$ cat config.mk
export PLATFORM = sky130hd
export DESIGN_NAME = rf_write_back_queue
export DESIGN_NICKNAME = d
export VERILOG_FILES = /design/src/rtl/rf_write_back_queue.sv
export SDC_FILE = /design/constraint.sdc
export NUM_CORES = 1
export LEC_CHECK = 0
export BUFFER_PORTS_ARGS = -buffer_cell sky130_fd_sc_hd__buf_2
export CORE_ASPECT_RATIO = 0.7
export CORE_UTILIZATION = 59
export DETAILED_ROUTE_END_ITERATION = 10
export PLACE_DENSITY = 0.81
export SETUP_SLACK_MARGIN = 0.02
export SKIP_CTS_REPAIR_TIMING = 1
export SYNTH_ARGS = -nofsm -noshare
export SYNTH_HDL_FRONTEND = slang
export SYNTH_SLANG_ARGS = --single-unit
$ cat constraint.sdc
create_clock -name CLK -period 13.9 [get_ports CLK]
set_input_delay 4.17 -clock CLK [delete_from_list [all_inputs] [get_ports CLK]]
set_output_delay 4.17 -clock CLK [all_outputs]
set_load 0.01 [all_outputs]
$ cat src/rtl/rf_write_back_queue.sv
// Write-back queue feeding a single-ported register file: drains queued results on
// idle read cycles, forwards pending data to operand fetch, and forces a drain when full.
module rf_write_back_queue #(
  parameter int DEPTH      = 4,
  parameter int DATA_WIDTH = 32,
  parameter int ADDR_WIDTH = 5
) (
  input  logic                    CLK,
  input  logic                    RST,
  input  logic                    WB_VALID,
  input  logic [ADDR_WIDTH-1:0]   WB_ADDR,
  input  logic [DATA_WIDTH-1:0]   WB_DATA,
  output logic                    WB_READY,
  input  logic                    RD_REQ,
  output logic                    RD_GRANT,
  input  logic [ADDR_WIDTH-1:0]   RD_ADDR1,
  input  logic [ADDR_WIDTH-1:0]   RD_ADDR2,
  output logic                    FWD_HIT1,
  output logic                    FWD_HIT2,
  output logic [DATA_WIDTH-1:0]   FWD_DATA1,
  output logic [DATA_WIDTH-1:0]   FWD_DATA2,
  output logic                    RF_WRITE,
  output logic [ADDR_WIDTH-1:0]   RF_ADDR_W,
  output logic [DATA_WIDTH-1:0]   RF_DATA_W,
  output logic [$clog2(DEPTH):0]  COUNT
);

  localparam int PW = $clog2(DEPTH);
  localparam logic [PW:0] FULL_COUNT = (PW+1)'(DEPTH);

  typedef enum logic [1:0] {
    ARB_IDLE,
    ARB_DRAIN,
    ARB_READ,
    ARB_FORCE
  } arb_e;

  logic [ADDR_WIDTH-1:0] r_addr [DEPTH];
  logic [DATA_WIDTH-1:0] r_data [DEPTH];
  logic [PW-1:0]         r_head;
  logic [PW-1:0]         r_tail;
  logic [PW:0]           r_count;

  logic                  w_full;
  logic                  w_empty;
  logic                  w_push;
  logic                  w_pop;
  arb_e                  w_mode;
  logic [PW-1:0]         w_idx;

  assign w_full   = (r_count == FULL_COUNT);
  assign w_empty  = (r_count == '0);
  assign WB_READY = !w_full;
  // Register-0 writes complete the handshake but never occupy a slot.
  assign w_push   = WB_VALID && !w_full && (WB_ADDR != '0);
  assign COUNT    = r_count;

  assign RF_ADDR_W = w_empty ? '0 : r_addr[r_head];
  assign RF_DATA_W = w_empty ? '0 : r_data[r_head];

  always_comb begin
    w_mode = ARB_IDLE;
    if (w_empty)      w_mode = ARB_IDLE;
    else if (!RD_REQ) w_mode = ARB_DRAIN;
    else if (w_full)  w_mode = ARB_FORCE;
    else              w_mode = ARB_READ;
  end

  always_comb begin
    RD_GRANT = 1'b0;
    w_pop    = 1'b0;
    case (w_mode)
      ARB_IDLE:  RD_GRANT = RD_REQ;
      ARB_DRAIN: w_pop    = 1'b1;
      ARB_READ:  RD_GRANT = 1'b1;
      ARB_FORCE: w_pop    = 1'b1;
      default:   RD_GRANT = 1'b0;
    endcase
  end

  assign RF_WRITE = w_pop;

  // Walk oldest to youngest so the last match seen is the newest value.
  always_comb begin
    FWD_HIT1  = 1'b0;
    FWD_HIT2  = 1'b0;
    FWD_DATA1 = '0;
    FWD_DATA2 = '0;
    w_idx     = r_head;
    for (int i = 0; i < DEPTH; i++) begin
      w_idx = r_head + PW'(i);
      if ((PW+1)'(i) < r_count) begin
        if ((RD_ADDR1 != '0) && (r_addr[w_idx] == RD_ADDR1)) begin
          FWD_HIT1  = 1'b1;
          FWD_DATA1 = r_data[w_idx];
        end
        if ((RD_ADDR2 != '0) && (r_addr[w_idx] == RD_ADDR2)) begin
          FWD_HIT2  = 1'b1;
          FWD_DATA2 = r_data[w_idx];
        end
      end
    end
  end

  always_ff @(posedge CLK or negedge RST) begin
    if (!RST) begin
      r_head  <= '0;
      r_tail  <= '0;
      r_count <= '0;
      for (int i = 0; i < DEPTH; i++) begin
        r_addr[i] <= '0;
        r_data[i] <= '0;
      end
    end else begin
      if (w_push) begin
        r_addr[r_tail] <= WB_ADDR;
        r_data[r_tail] <= WB_DATA;
        r_tail         <= r_tail + PW'(1);
      end
      if (w_pop) begin
        r_head <= r_head + PW'(1);
      end
      case ({w_push, w_pop})
        2'b10:   r_count <= r_count + (PW+1)'(1);
        2'b01:   r_count <= r_count - (PW+1)'(1);
        default: r_count <= r_count;
      endcase
    end
  end

endmodule

Word-level counts from Yosys, hierarchy flattened
Index checks and enable logic that the tools add are counted.
{"block": "word_totals", "output_inout_bits": 109, "input_bits": 51, "wordCells": 135, "latchBits": 0, "mem_bits_ro": 0, "mem_bits_rw": 0, "memories": 0, "ff_bits": 155}
{"block": "op_classes", "reduce_logical": 19, "n_mux": 70, "shifts": 0, "eq_ne": 14, "bitwise_logic": 5, "magnitude_cmp": 10, "n_mul": 0, "div_mod_pow": 0, "addsub": 6}
{"cell": "$mux W32", "n": 26}
{"cell": "$bmux W32 S2", "n": 4}
{"cell": "$bwmux W128", "n": 1}
{"cell": "$demux W32 S2", "n": 1}
{"cell": "$mux W5", "n": 10}
{"cell": "$bmux W5 S2", "n": 4}
{"cell": "$eq A5 B5 Y1", "n": 8}
{"cell": "$bwmux W20", "n": 1}
{"cell": "$mux W1", "n": 18}
{"cell": "$ge A3 B3 Y1 const B", "n": 5}
{"cell": "$not A2 Y3", "n": 5}
{"cell": "$reduce_bool A5 Y1", "n": 3}
{"cell": "$logic_and A1 B1 Y1", "n": 11}
{"cell": "$demux W5 S2", "n": 1}
{"cell": "$eq A2 B2 Y1 const B", "n": 3}
{"cell": "$lt A1 B3 Y1 const A", "n": 2}
{"cell": "$lt A2 B3 Y1 const A", "n": 2}
{"cell": "$pmux W3 S2", "n": 1}
{"cell": "$add A2 B1 Y2 const B", "n": 2}
{"cell": "$add A2 B2 Y2 const B", "n": 2}
{"cell": "$eq A2 B1 Y1 const B", "n": 2}
{"cell": "$mux W2", "n": 2}
{"cell": "$add A3 B1 Y3 const B", "n": 1}
{"cell": "$eq A3 B3 Y1 const B", "n": 1}
{"cell": "other kinds (8)", "n": 8}

Longest topological paths before layout
{"block": "logic_depth", "depth_word": 14, "mapped_depth": 11, "depth_no_buf": 10}

Worst setup path before layout
Ideal clock, no wire load.
{"block": "synth_timing", "kind": "input to output", "startpoint": "in RD_ADDR2[1]", "endpoint": "out FWD_DATA2[19]", "t_required_ns": 9.730, "slack_ns": 3.716, "cell_stages": 9, "n_path_buf": 3, "arrival_ns": 6.014, "cell_sequence": "clkbuf_1 > nor4_1 > a22o_1 > clkbuf_1 > clkbuf_1 > nor3_1 > a22oi_1 > o31ai_1 > a22o_1"}
{"block": "synth_between", "elab_chain_len": 10, "word_cells_on_any_way": 17, "classes_between": "eq/ne: 4; mux: 8; reduce/logical: 5"}
{"element": "start, declared", "line_no": "17", "text": "input logic [ADDR_WIDTH-1:0] RD_ADDR2,"}
{"element": "$eq A5 B5 Y1 / $reduce_bool A5 Y1 (equally long branches)", "line_no": "97", "text": "if ((RD_ADDR2 != '0) && (r_addr[w_idx] == RD_ADDR2)) begin"}
{"element": "$logic_and A1 B1 Y1", "line_no": "97"}
{"element": "$mux W32", "line_no": "97"}
{"element": "$mux W32", "line_no": "92", "text": "if ((PW+1)'(i) < r_count) begin"}
{"element": "$mux W32", "line_no": "97"}
{"element": "$mux W32", "line_no": "92"}
{"element": "$mux W32", "line_no": "97"}
{"element": "$mux W32", "line_no": "92"}
{"element": "$mux W32", "line_no": "97"}
{"element": "$mux W32 *", "line_no": "92"}
{"element": "end, declared", "line_no": "21", "text": "output logic [DATA_WIDTH-1:0] FWD_DATA2,"}
Mark *: on every way between the ends. The rest lies on a longest branch, timed or not.

Worst setup path in the final report
{"block": "layout_timing", "startpoint": "in RD_ADDR1[1]", "endpoint": "out FWD_DATA1[30]"}
{"block": "layout_between", "elab_chain_len": 10, "word_cells_on_any_way": 17, "classes_between": "eq/ne: 4; mux: 8; reduce/logical: 5"}
{"element": "start, declared", "line_no": "16", "text": "input logic [ADDR_WIDTH-1:0] RD_ADDR1,"}
{"element": "$eq A5 B5 Y1 / $reduce_bool A5 Y1 (equally long branches)", "line_no": "93", "text": "if ((RD_ADDR1 != '0) && (r_addr[w_idx] == RD_ADDR1)) begin"}
{"element": "$logic_and A1 B1 Y1", "line_no": "93"}
{"element": "$mux W32", "line_no": "93"}
{"element": "$mux W32", "line_no": "92"}
{"element": "$mux W32", "line_no": "93"}
{"element": "$mux W32", "line_no": "92"}
{"element": "$mux W32", "line_no": "93"}
{"element": "$mux W32", "line_no": "92"}
{"element": "$mux W32", "line_no": "93"}
{"element": "$mux W32 *", "line_no": "92"}
{"element": "end, declared", "line_no": "20", "text": "output logic [DATA_WIDTH-1:0] FWD_DATA1,"}
Marked as above.

==> run metrics <==
status=finished, final reports clean; Clk Latency, worst-skew pair=0.44 ns; HPWL after DPL=24600 um; Rows=44; post-synth cell types=49; power per cell area=309 nW/um2; DR iter-0 viols=1557; initial antenna violation count=2; GRT overflow=0; Reg clk slew, reported paths=approximately 0.06 ns; crit start category=input port; max-slew violation count=0; Avg Inst Size Synth=between 9 and 10 um2; GRT Total Usage=about a third; main area contributors after synthesis=dfrtp_1 (30%), mux2_2 (19%), mux2i_1 (10%); clock sink count=155; CP max FO=33; number of global-route vias before repair=about 11000; TritonCTS Buffers=17; top cell type's share of synthesized area=30.3%; Crit path required time=approximately 9.7 ns; first-pass GRT wire length=60400 um; top-count cell post-synth=mux2_2; CTS tree=done; via count=11477; Worst Clk Skew=0.0117 ns; Die W=178 um; final setup violation count=0; Total Nets Final=~1400; Netlist Area Pre-Place=about 13000 um2; HP Class=flip-flop to flip-flop; Pre-antenna DRT Iters=6; YS warnings=0; CP Class=input port to primary output; worst-case clock buffer depth=2; core region area=21000 um2; Max-Slew Margin vs Limit=15.1%; leakage power=just over 0.006 uW; Routed Antenna Nets=0; Post-route DRC=0; max_cap viols=0; Worst-Margin Slew=1.27 ns; vias per cell=slightly below 7; arrival time worst endpoint=7.16 ns; CTS H-tree lvls=4; Die Ht=125 um; endpoint type of the worst setup path=primary output; area leader, netlist=dfrtp_1; count of flip-flops with a built-in enable after synthesis=0; count of boundary I/O pins=between 150 and 200; crit share post-route=81.5%; Area Overhead vs Synth=10.5%; pin count of the biggest net entering global routing=87; GPL Wtd Cong=0.899; prevailing post-synth register cell=dfrtp_1; sequential area share after synthesis=30.3%; Post-Synthesis Cells=1298; Fin Setup TNS=0 ns; WHS=0.527 ns; Initial Utilization=60.9%; Fin. Hold Viols=0; Post-Route WL=between 30000 and 40000 um; list of most frequent post-synthesis cells=mux2_2 (212), dfrtp_1 (155), mux2i_1 (131); Max VDD drop=0.216 mV; CTS Root Cell=clkbuf_16; Net Count, Synth=about 1400; Synth Register Bits=155; DR WL/cell=23.5 um; die area=22300 um2; unrepaired setup endpoints after global routing=no; antenna cells=0; layout cells sized above 1=a little over a third; number of port buffers=159; Post-synth ARST share=100%; Max Fclk=88.3 MHz; Tmin final=about 11 ns
-- kinds of logic after synthesis --
kind of cell / synth area share (%)
fa+ha+maj: 0.979
compound gates: 15.0
simple gates: 12.7
mux: 32.5
buf+inv: 5.39
xor+xnor: 3.08
flops: 30.3
-- metrics by stage --
stage                     instance area [um2]  instances  util [%]  total power (uW)  worst slack, ns
after floorplan                         12800       1298         -              3010             3.72
after global placement                  13600       1625      64.6              3720             2.79
after detailed placement                13600       1625      64.6              3800             2.77
after CTS                               14100       1657      67.3              4280             2.74
after global routing                    14100       1657      67.3              4610             2.53
final                                   14100       1657      67.3              4370             2.57
-- where the power goes --
group          internal [uW]  switching (uW)
logic                   1250            1740
clock network            247             212
registers                688             236
-- metal layers --
metal / global-route usage (%) / up-vias / share of wire (%)
met5: 0 / - / 0.054
met4: 13.8 / 4 / 3.0
met3: 10.3 / 122 / 13
met2: 51.4 / 828 / 43
met1: 48.8 / 5514 / 41
li1: - / 5009 / -
-- worst paths after layout --
check                             from       endpoint  slack [ns]  cells after the start
max reg2reg                   COUNT[0]     r_data[91]       10.82                      7
max                        RD_ADDR1[1]  FWD_DATA1[30]        2.57                      9
min reg2reg                 r_data[58]     r_data[58]        0.53                      1
min in group asynchronous          RST      r_addr[9]        3.81                      1
min                         r_data[58]     r_data[58]        0.53                      1
max in group asynchronous          RST      r_head[0]        8.53                      2
-- worst max-delay path, cell delays in order --
cell and delay [ns]:
buf_2 0.17, nor4_1 0.41, nand2b_1 0.18, nand3_1 0.11, buf_4 0.43, or2_2 0.79
a31oi_1 0.19, a211oi_1 0.48, buf_2 0.22
-- cells in the final DEF (no fill, tap or decap), types with 5 or more instances in the layout --
cell type / instances
xnor2_1: 34
nor3_1: 64
buf_2: 158
a22oi_1: 29
a211oi_2: 30
clkbuf_16: 17
mux2_2: 212
mux2i_1: 131
inv_1: 10
xor2_1: 9
a31oi_1: 31
nand2_1: 38
mux4_2: 20
o21ai_0: 37
ha_1: 10
inv_6: 5
buf_4: 25
and3_1: 33
dfrtp_1: 153
a22o_1: 33
nand4_1: 34
a21oi_1: 68
o31ai_1: 29
nor2b_1: 38
nor2_1: 71
-- cell type report --
class / count / area, um2
Multi-Input combinational cell: 999 / 8290
Sequential cell: 155 / 3890
Timing Repair Buffer: 184 / 990
Inverter: 11 / 43.8
Fill cell: 1614 / 6850
Clock inverter: 12 / 103
Clock buffer: 20 / 467
Tap cell: 276 / 345
-- sequential cells by signal, indices dropped and copies added, names as in the netlist --
register and cells:
r_data 128, r_addr 20, COUNT 3, r_head 2, r_tail 2
(Power assumes the default switching activity.)
